<file path="src/rtl/uart_rx_parity_check.sv">
// uart_rx_parity_check: baud-rate UART receiver with parity check, retransmit flag and valid/ack hold register
module uart_rx_parity_check #(
  parameter int size       = 32,
  parameter bit PARITY_ODD = 1'b0
) (
  input  logic            CLK_Baudin,
  input  logic            RstRx_n,
  input  logic            SerialIn,
  input  logic            DataAck,
  output logic [size-1:0] DataOut,
  output logic            DataValid,
  output logic            Flag_out,
  output logic            FrameErr,
  output logic            Overrun,
  output logic            BusyRx
);
  localparam int CW = $clog2(size) + 1;
  typedef enum logic [1:0] {IDLE, DATA, PARITY, STOP} state_t;
  state_t          state_q, state_d;
  logic [CW-1:0]   cnt_q, cnt_d;
  logic [size-1:0] shift_q, shift_d, data_q, data_d;
  logic            acc_q, acc_d, valid_q, valid_d, flag_q, flag_d;
  logic            ferr_q, ferr_d, ovr_q, ovr_d, busy_q;
  // state and datapath registers; reset discards any frame in progress
  always_ff @(posedge CLK_Baudin or negedge RstRx_n) begin
    if (!RstRx_n) begin
      state_q <= IDLE;
      cnt_q   <= '0;
      shift_q <= '0;
      acc_q   <= 1'b0;
      data_q  <= '0;
      valid_q <= 1'b0;
      flag_q  <= 1'b0;
      ferr_q  <= 1'b0;
      ovr_q   <= 1'b0;
      busy_q  <= 1'b0;
    end else begin
      state_q <= state_d;
      cnt_q   <= cnt_d;
      shift_q <= shift_d;
      acc_q   <= acc_d;
      data_q  <= data_d;
      valid_q <= valid_d;
      flag_q  <= flag_d;
      ferr_q  <= ferr_d;
      ovr_q   <= ovr_d;
      busy_q  <= state_d != IDLE;
    end
  end
  // next state: start bit, size data bits, parity (abort on error), stop
  always_comb begin
    state_d = IDLE;
    case (state_q)
      IDLE:    state_d = SerialIn ? IDLE : DATA;
      DATA:    state_d = (cnt_q == CW'(size - 1)) ? PARITY : DATA;
      PARITY:  state_d = (acc_q ^ SerialIn) ? IDLE : STOP;
      default: state_d = IDLE;
    endcase
  end
  // datapath and outputs; ack frees the hold register on any edge, a good stop bit may reload it
  always_comb begin
    cnt_d   = cnt_q;
    shift_d = shift_q;
    acc_d   = acc_q;
    data_d  = data_q;
    valid_d = valid_q & ~DataAck;
    flag_d  = flag_q;
    ferr_d  = 1'b0;
    ovr_d   = 1'b0;
    case (state_q)
      IDLE: begin
        cnt_d  = SerialIn ? cnt_q : '0;
        acc_d  = SerialIn ? acc_q : PARITY_ODD;
        flag_d = SerialIn & flag_q;
      end
      DATA: begin
        shift_d = {SerialIn, shift_q[size-1:1]};
        acc_d   = acc_q ^ SerialIn;
        cnt_d   = (cnt_q == CW'(size - 1)) ? cnt_q : cnt_q + CW'(1);
      end
      PARITY: flag_d = acc_q ^ SerialIn;
      STOP: begin
        data_d  = (SerialIn && (!valid_q || DataAck)) ? shift_q : data_q;
        valid_d = SerialIn ? (valid_q | ~DataAck) | !valid_q : valid_d;
        ovr_d   = SerialIn & valid_q & ~DataAck;
        ferr_d  = ~SerialIn;
      end
      default: ;
    endcase
  end
  assign DataOut   = data_q;
  assign DataValid = valid_q;
  assign Flag_out  = flag_q;
  assign FrameErr  = ferr_q;
  assign Overrun   = ovr_q;
  assign BusyRx    = busy_q;
endmodule

</file>
<file path="config.mk">
export PLATFORM = sky130hd
export DESIGN_NAME = uart_rx_parity_check
export DESIGN_NICKNAME = d
export VERILOG_FILES = /design/src/rtl/uart_rx_parity_check.sv
export SDC_FILE = /design/constraint.sdc
export NUM_CORES = 1
export LEC_CHECK = 0
export BUFFER_PORTS_ARGS = -buffer_cell sky130_fd_sc_hd__buf_2
export CORE_MARGIN = 2
export CORE_UTILIZATION = 51
export DETAILED_ROUTE_END_ITERATION = 10
export PLACE_DENSITY = 0.75
export REMOVE_ABC_BUFFERS = 1
export SKIP_LAST_GASP = 1
export SYNTH_ARGS = -nofsm -noshare
export SYNTH_HDL_FRONTEND = slang
export SYNTH_SLANG_ARGS = --single-unit
</file>
<file path="constraint.sdc">
create_clock -name CLK_Baudin -period 1.7 [get_ports CLK_Baudin]
set_clock_uncertainty 0.1 [all_clocks]
set_input_delay 0.085 -clock CLK_Baudin [delete_from_list [all_inputs] [get_ports CLK_Baudin]]
set_output_delay 0.085 -clock CLK_Baudin [all_outputs]
set_load 0.02 [all_outputs]
</file>
==> flow_summary.toml, run 1 <==
[sta]
final.min_clock_period_ns = 1.64
relSlewSlack_pct = 61.7
post-route-period-util_pct = 96.4
fmax_mhz = 610
finalMaxSlewViolations = 0
hold_viol = 0
setup_viol = 0
tightest_slew_ns = 0.575
rsz0062_at_grt = "no"

[job]
max_cap_viol_count = 0

[power_and_ir_drop]
intPower_w = 0.00403
pwr-share-clk_pct = 19.5
power_switching_w = 0.00245
combinationalPowerShare_pct = 33.0
p_per_area_mw_per_mm2 = 1780
power_frac_seq_pct = 47.5
power_leakage_nw = 2.00
ir_drop_mv = 0.821
p_sw_share_pct = 37.8

[synth]
synth_commonest_cells = "106 x nand2_1, 78 x dfrtp_1, 32 x mux2_1"
synthTopCellsByArea = "dfrtp_1 64%, nand2_1 13%, mux2_1 12%, nand3_1 1.5%, nor2_1 0.86%"
seq_area_frac_synth_pct = 63.6
synthFlopType = "dfrtp_1"
yosysUniqueCellTypes = 33
synth.ff_latch_count = 78
syn_avg_cell_area_um2 = 11.1
synth_area_leader_cell = "dfrtp_1"
syn_area_mm2 = 0.00307
synth_edf_count = 0
synth_most_common_cell = "nand2_1"
synth_top_area_share_pct = 63.6
yosysWarnings = 0
async_flop_share_pct = 100
syn_inst = 276

[global_route]
grt_max_degree = 45
grt_pass1_wl_um = 9720
track_usage_pct = 19.7
grt_pass1_vias = 2093
antenna_found_initial = 0
grt_overflow = 0

[floorplanning]
io_pins = 41
dieHeight_um = 81.6
die_area_mm2 = 0.00665
fp.dieW_um = 81.6
fp.coreArea_mm2 = 0.00585
num_rows = 28
start_util_pct = 52.5

[clock_tree]
clkTransAtPathRegs_ns = 0.08
clockRootBuffer = "clkbuf_8"
clk_path_buf_depth = 2
postCtsSetupBuffers = 0
numCtsBuffers = 9
cts_tree = "done"
clock_latency_ns = 0.35
cts_max_level = 3
numClockSinks = 78

[cells_and_area]
final_cell_area_mm2 = 0.00365
layout.nets = 333
num_antenna_cells = 0
fillCellCount = 473
final_cells = 408
drive_above_1_share_pct = 22.5
area_growth_pct = 18.9

[placed_design]
gp_congestion = 0.762
dp_hpwl_um = 3760
placed_area_mm2 = 0.00343
port_buffers = 40
placed_cells = 389

[route]
vias_per_cell = 5.16
first_iter_violations = 142
antenna_left = 0
drt-pass1-iter-count = 4
vias = 2104
drc_errors = 0
wl_per_cell_um = 13.9
wl_um = 5660

[worst_setup_path]
path_class = "in -> reg"
worstPathArrival_ns = 1.77
worstSetupEndpointType = "flop"
path_max_fanout = 19
required_ns = 1.83
start_kind = "primary input"

[worst_hold_path]
hold_path_class = "in -> async"

[status]
status = "complete, no violations"
[area by class of cell]
class                   instances  area, um2  area share (%)
multi-input cells             181       1040            28.6
inverters                       2       7.51           0.206
flip-flops and latches         78       1950            53.5
clock buffers                  11        151            4.15
well taps                      75       93.8            2.57
clock inverters                 5       33.8           0.926
repair buffers                 56        368            10.1
[per-stage QoR]
step / hold slack, ns / setup WS (ns) / utilization [%] / setup TNS, ns / total power [W]
after CTS: 0.189 / 0.00781 / 62.3 / 0 / 0.00655
after detailed placement: 0.0212 / 0.0124 / 58.7 / 0 / 0.00527
after global routing: 0.227 / 0.00512 / 62.4 / 0 / 0.00698
final: 0.185 / 0.0604 / 62.4 / 0 / 0.00649
after floorplan: -0.311 / -1.05 / - / -48.57 / 0.00439
after global placement: 0.0159 / 0.0641 / 58.7 / 0 / 0.00513
[metal layers]
| metal | wire length (um) | track usage (%) |
|---|---|---|
| met2 | 2650 | 30.4 |
| met5 | 0 | 0 |
| met4 | 86 | 6.67 |
| met1 | 2630 | 25.5 |
| met3 | 294 | 7.69 |
[what timing repair did]
| action | CTS | global route |
|---|---|---|
| resized for setup | 0 | 1 |
| setup endpoints to repair | 0 | 1 |
| hold buffers | 3 | 0 |
| hold endpoints to repair | 47 | 0 |
[critical path, stage by stage]
cell and delay [ns]:
dlygate4sd3_1 0.52, buf_2 0.20, nand3_1 0.20, nor2b_4 0.22
buf_12 0.18, mux2_1 0.35
[kinds of logic (layout without fill, tap and decap cells)]
group / count (synthesis) / count (layout) / share of synthesized area, %
XOR/XNOR: 1 / 1 / 0.285
AO/OA/AOI/OAI: 15 / 15 / 3.38
flip-flops: 78 / 78 / 63.6
adder cells (fa/ha/maj): 1 / 1 / 0.408
buffers and inverters: 17 / 74 / 2.81
multiplexers: 33 / 33 / 12.1
AND/OR/NAND/NOR: 131 / 131 / 17.4
[sequential cells by signal, indices dropped and copies added (netlist names)]
register	count
Overrun	1
BusyRx	1
FrameErr	1
Flag_out	1
state_q	2
cnt_q	6
acc_q	1
shift_q	32
DataOut	32
DataValid	1
[power by group through the flow]
stage | combinational, W | clock (W) | sequential, W
2_1_floorplan | 0.00104 | 0 | 0.00335
3_3_place_gp | 0.00206 | 0 | 0.00307
3_5_place_dp | 0.00216 | 0 | 0.00311
4_1_cts | 0.00217 | 0.00129 | 0.00308
5_1_grt | 0.00243 | 0.00137 | 0.00318
6_report | 0.00214 | 0.00127 | 0.00308
[path summary, 6_finish.rpt]
path                                         startpoint  slack, ns  cells after the start                       to
max in group asynchronous                       RstRx_n       0.74                      3  shift_q[25]$_DFFE_PN0P_
worst max register to register     cnt_q[1]$_DFFE_PN0P_       0.11                      5     cnt_q[5]$_DFFE_PN0P_
worst min register to register  DataOut[23]$_DFFE_PN0P_       0.38                      1  DataOut[23]$_DFFE_PN0P_
worst max-delay path                           SerialIn       0.06                      6   DataOut[2]$_DFFE_PN0P_
min in group CLK_Baudin         DataOut[23]$_DFFE_PN0P_       0.38                      1  DataOut[23]$_DFFE_PN0P_
worst min-delay path                            RstRx_n       0.18                      2  DataOut[10]$_DFFE_PN0P_
[layout by cell type, fill, tap and decap left out, types with 2 or more instances in the layout]
cell type	instances
a21oi_1	5
nor2_1	6
nand3b_1	2
clkbuf_8	11
nand3_1	9
buf_2	39
clkinvlp_4	2
dlygate4sd3_1	3
dfrtp_1	78
nand2_1	106
buf_12	3
mux2_1	32
clkinv_2	2
buf_4	11
inv_2	2
Note: power is estimated with default switching activity, not from simulation.
==> run 2, diff against run 1 <==
--- a/config.mk
+++ b/config.mk
@@ -10,6 +10,7 @@
 export CORE_UTILIZATION = 51
 export DETAILED_ROUTE_END_ITERATION = 10
 export PLACE_DENSITY = 0.75
+export RECOVER_POWER = 50
 export REMOVE_ABC_BUFFERS = 1
 export SKIP_LAST_GASP = 1
 export SYNTH_ARGS = -nofsm -noshare
==> constraint.sdc (replaced) <==
create_clock -name CLK_Baudin -period 1.47 [get_ports CLK_Baudin]
set_clock_uncertainty 0.1 [all_clocks]
set_input_delay 0.0735 -clock CLK_Baudin [delete_from_list [all_inputs] [get_ports CLK_Baudin]]
set_output_delay 0.0735 -clock CLK_Baudin [all_outputs]
set_load 0.02 [all_outputs]
==> flow_summary.toml, run 2 (synthesis results as in run 1) <==
[status]
status = "complete, but fails checks"
violations = "setup timing"

[cells_and_area]
drive_above_1_share_pct = 34.6
layout.nets = 347
final_cell_mix = "105 x nand2_1, 78 x dfrtp_1, 39 x buf_2"
multi_input_area_mm2 = 0.00119
area_growth_pct = 31.2
ff_latch_area_mm2 = 0.00195
final_common_cell = "nand2_1"
fillCellCount = 403
num_antenna_cells = 0
final_cell_area_mm2 = 0.00403

[route]
wl_per_cell_um = 15.0
first_iter_violations = 196
antenna_left = 0
drt-pass1-iter-count = 5
vias_per_cell = 5.25
wl_um = 6330
vias = 2215
drc_errors = 0

[worst_setup_path]
cpPeakStageDelay_ns = 0.51
worst-path-buf-inv = 0
critical_path.top_delay_family = "simple AND/OR/NAND/NOR gates"
start_kind = "flop"
crit_path_start = "cnt_q[0]$_DFFE_PN0P_"
path_cells = "ha_2, and3b_1, and3_4, or4_1, nand3_1"
worstPathArrival_ns = 1.88
path_max_fanout = 2
worstSetupEndpointType = "flop"
path_class = "reg -> reg"
required_ns = 1.65
crit_slowest_cell = "or4_1"
reg2reg_from = "cnt_q[0]$_DFFE_PN0P_"

[worst_hold_path]
hold_path_class = "in -> reg"
hp-start = "SerialIn"

[global_route]
track_usage_pct = 19.5
antenna_found_initial = 0
grt_pass1_vias = 2076
grt_overflow = 0
grt_pass1_wl_um = 9650
busiest_layer = "met2"
grt_use_met1_pct = 26.9
met3_usage_pct = 5.27
grt_max_degree = 79
met2_usage_pct = 28.4

[floorplanning]
io_pins = 41
dieHeight_um = 81.6
num_rows = 28
die_area_mm2 = 0.00665
fp.coreArea_mm2 = 0.00585
fp.dieW_um = 81.6
start_util_pct = 52.5

[sta]
setup_viol = 15
relSlewSlack_pct = 36.6
rsz0062_at_grt = "yes"
final.min_clock_period_ns = 1.70
setup_slack_ns = -0.227
setup-tns-final_ns = -0.712
post-route-period-util_pct = 115
hold_viol = 0
fmax_mhz = 589
tightest_slew_ns = 0.950
finalMaxSlewViolations = 0

[clock_tree]
clock_latency_ns = 0.34
cts_max_level = 3
numClockSinks = 78
cts_tree = "done"
clockRootBuffer = "clkbuf_8"
numCtsBuffers = 9
clkTransAtPathRegs_ns = 0.08
clk_path_buf_depth = 2

[power_and_ir_drop]
power_leakage_nw = 2.12
power.total_w = 0.00828
p_per_area_mw_per_mm2 = 2060
ir_drop_mv = 1.24

[placed_design]
gp_congestion = 0.741
port_buffers = 40
dp_hpwl_um = 3540
placed_area_mm2 = 0.00348
place_ws_ns = -0.224

[job]
max_cap_viol_count = 0
## run 2: cell count changes in the layout (fill, tap and decap cells not counted), sizes merged
cell,delta
clkbuf,+3
clkinvlp,-1
buf,+10
bufinv,+2
## run 2: repair_timing
| action | 4_1_cts | 5_1_grt |
|---|---|---|
| gates resized for setup | 8 | 33 |
| buffers inserted | 2 | 2 |
| hold buffers | 3 | 0 |
| setup endpoints to repair | 5 | 64 |
| hold endpoints to repair | 81 | 0 |
| gates cloned | 1 | 3 |
| pin swaps | 4 | 2 |
## run 2: layout make-up
class | instances | share of cell area (%)
clock buffer | 10 | 3.17
sequential | 78 | 48.5
inverter | 2 | 0.186
tap | 75 | 2.33
clock inverter | 6 | 2.14
timing repair buffer | 70 | 14.1
multi-input combinational | 181 | 29.6
## run 2: path summary, 6_finish.rpt
path,end,slack (ns),depth (start not counted)
min,Overrun$_DFF_PN0_,0.03,4
max in group asynchronous,DataOut[0]$_DFFE_PN0P_,0.23,3
max reg2reg,cnt_q[5]$_DFFE_PN0P_,-0.23,5
min in group asynchronous,DataOut[11]$_DFFE_PN0P_,0.43,3
min reg2reg,DataOut[0]$_DFFE_PN0P_,0.39,1
max,cnt_q[5]$_DFFE_PN0P_,-0.23,5
## run 2: per-layer routing
metal	wire, um	share of wire, %
met1	2930	46
met2	2990	47
met3	282	4.5
met4	126	2.0
met5	0	0
## run 2: where the power goes
part	internal (W)	switching, W	total [W]
combinational	0.00134	0.00165	0.00300
clock	0.000953	0.000763	0.00172
sequential	0.00299	0.000578	0.00357
total	0.00528	0.00299	0.00828
## run 2: worst min-delay path: stages
cell     delay (ns)
buf_2          0.11
nand3_2        0.10
buf_4          0.11
nor2_1         0.04
## run 2: through the flow
| stage | hold slack (ns) | util (%) | cells |
|---|---|---|---|
| 6_report | 0.0272 | 68.8 | 422 |
| 5_1_grt | 0.0294 | 68.8 | 422 |
| 4_1_cts | 0.00761 | 65.4 | 418 |
| 3_5_place_dp | 0.0279 | 59.6 | 396 |
| 3_3_place_gp | 0.0255 | 59.6 | 396 |
| 2_1_floorplan | -0.322 | - | 261 |
==> run 3, diff against run 2 <==
--- a/config.mk
+++ b/config.mk
@@ -7,9 +7,10 @@
 export LEC_CHECK = 0
 export BUFFER_PORTS_ARGS = -buffer_cell sky130_fd_sc_hd__buf_2
 export CORE_MARGIN = 2
-export CORE_UTILIZATION = 51
+export CORE_UTILIZATION = 53
+export CTS_BUF_LIST = sky130_fd_sc_hd__clkbuf_2
 export DETAILED_ROUTE_END_ITERATION = 10
-export PLACE_DENSITY = 0.75
+export PLACE_DENSITY = 0.77
 export RECOVER_POWER = 50
 export REMOVE_ABC_BUFFERS = 1
 export SKIP_LAST_GASP = 1
==> flow_summary.toml, run 3 (synthesis results as in run 1) <==
[sta]
finalMaxSlewViolations = 0
final.min_clock_period_ns = 1.69
rsz0062_at_grt = "yes"
setup_viol = 36
hold_viol = 0
setup_slack_ns = -0.217
post-route-period-util_pct = 115
tightest_slew_ns = 0.617
relSlewSlack_pct = 58.7
fmax_mhz = 593

[clock_tree]
cts_max_level = 3
numClockSinks = 78
cts_tree = "done"
clk_path_buf_depth = 2
clkTransAtPathRegs_ns = 0.20
clock_latency_ns = 0.52
numCtsBuffers = 9
clockRootBuffer = "clkbuf_2"

[power_and_ir_drop]
p_per_area_mw_per_mm2 = 2070
power_leakage_nw = 2.14
ir_drop_mv = 1.00
power.total_w = 0.00835

[cells_and_area]
final_cell_mix = "105 x nand2_1, 78 x dfrtp_1, 39 x buf_2"
drive_above_1_share_pct = 36.8
final_cell_area_mm2 = 0.00403
layout.nets = 353
final_common_cell = "nand2_1"
area_growth_pct = 31.3
num_antenna_cells = 0

[worst_setup_path]
path_class = "reg -> reg"
ff2ff_setup_slack_ns = -0.22
worst-path-stages = 5
crit_path_start = "cnt_q[0]$_DFFE_PN0P_"
crit_path_end = "cnt_q[5]$_DFFE_PN0P_"
reg2reg_from = "cnt_q[0]$_DFFE_PN0P_"
critical_path.top_delay_family = "simple AND/OR/NAND/NOR gates"
worstSetupEndpointType = "flop"
required_ns = 1.84
r2r_cells = 5
rr_endpoint = "cnt_q[5]$_DFFE_PN0P_"
worstPathArrival_ns = 2.06
crit_slowest_cell = "or4_4"
path_max_fanout = 2
worst-path-buf-inv = 0
path_cells = "ha_2, and3b_1, and3_4, or4_4, nand3_2"
start_kind = "flop"
cpPeakStageDelay_ns = 0.51

[route]
wl_per_cell_um = 16.5
wl_um = 7030
vias_per_cell = 5.31
first_iter_violations = 128
drt-pass1-iter-count = 4
drc_errors = 0
antenna_left = 0
vias = 2258

[worst_hold_path]
hold_path_class = "in -> reg"
hold_path_depth = 4

[global_route]
grt_overflow = 0
grt_pass1_wl_um = 10400
grt_pass1_vias = 2198
track_usage_pct = 21.7
antenna_found_initial = 0
grt_max_degree = 43

[placed_design]
port_buffers = 40
placed_area_mm2 = 0.00349
gp_congestion = 0.758
dp_hpwl_um = 3670

[floorplanning]
num_rows = 27
start_util_pct = 55.4
die_area_mm2 = 0.00642
dieHeight_um = 80.1
io_pins = 41
fp.dieW_um = 80.1
fp.coreArea_mm2 = 0.00554

[job]
max_cap_viol_count = 0

[status]
status = "complete, but fails checks"
violations = "setup timing"
==> run 3: final cells by class <==
class	instances	area, um2
Sequential cell	78	1950
Fill cell	396	1510
Multi-Input combinational cell	181	1210
Timing Repair Buffer	76	612
Clock inverter	7	113
Tap cell	72	90.1
Clock buffer	9	45.0
Inverter	2	7.51
==> run 3: where the power goes <==
group	internal [W]	switching, W	total [W]
Sequential	0.00298	0.000594	0.00357
Clock	0.000720	0.000753	0.00147
Combinational	0.00154	0.00178	0.00331
Total	0.00523	0.00312	0.00835
==> run 3: stage by stage <==
| stage | hold slack, ns | TNS [ns] | setup WS, ns | std cells | util, % |
|---|---|---|---|---|---|
| after global placement | -0.155 | -0.217 | -0.172 | 393 | 63.1 |
| final | 0.292 | -1.42 | -0.217 | 425 | 72.8 |
| after global routing | 0.304 | -4.94 | -0.274 | 425 | 72.8 |
| after CTS | 0.274 | -2.81 | -0.207 | 421 | 69.2 |
| after detailed placement | -0.149 | -0.352 | -0.210 | 393 | 63.1 |
| after floorplan | -0.322 | -64.62 | -1.28 | 261 | - |
==> run 3: what timing repair did <==
action,in CTS,in global routing
setup buffers,5,4
hold buffers,5,0
gates cloned,2,2
pin swaps,4,5
gates resized for setup,7,50
endpoints found under the setup margin,7,41
endpoints found under the hold margin,87,0
==> run 3: worst min-delay path, cell delays in order <==
cell and delay, ns:
dlygate4sd3_1 0.51, buf_2 0.11, buf_4 0.14, nor3_1 0.06
==> run 3: worst min path at each step <==
stage               startpoint                      to  slack [ns]
global placement       RstRx_n  DataOut[3]$_DFFE_PN0P_       -0.16
CTS                   SerialIn      FrameErr$_DFF_PN0_        0.27
floorplan              RstRx_n        BusyRx$_DFF_PN0_       -0.32
global route          SerialIn      FrameErr$_DFF_PN0_        0.30
detailed placement     RstRx_n  DataOut[5]$_DFFE_PN0P_       -0.15
finish                SerialIn      FrameErr$_DFF_PN0_        0.29
==> run 3: routing by layer <==
layer	up-vias	routed length, um	global-route usage [%]
met5	-	0	0
met4	0	100	10.8
met3	9	295	6.18
met2	63	3540	33.8
met1	1139	3090	27.9
li1	1047	-	-
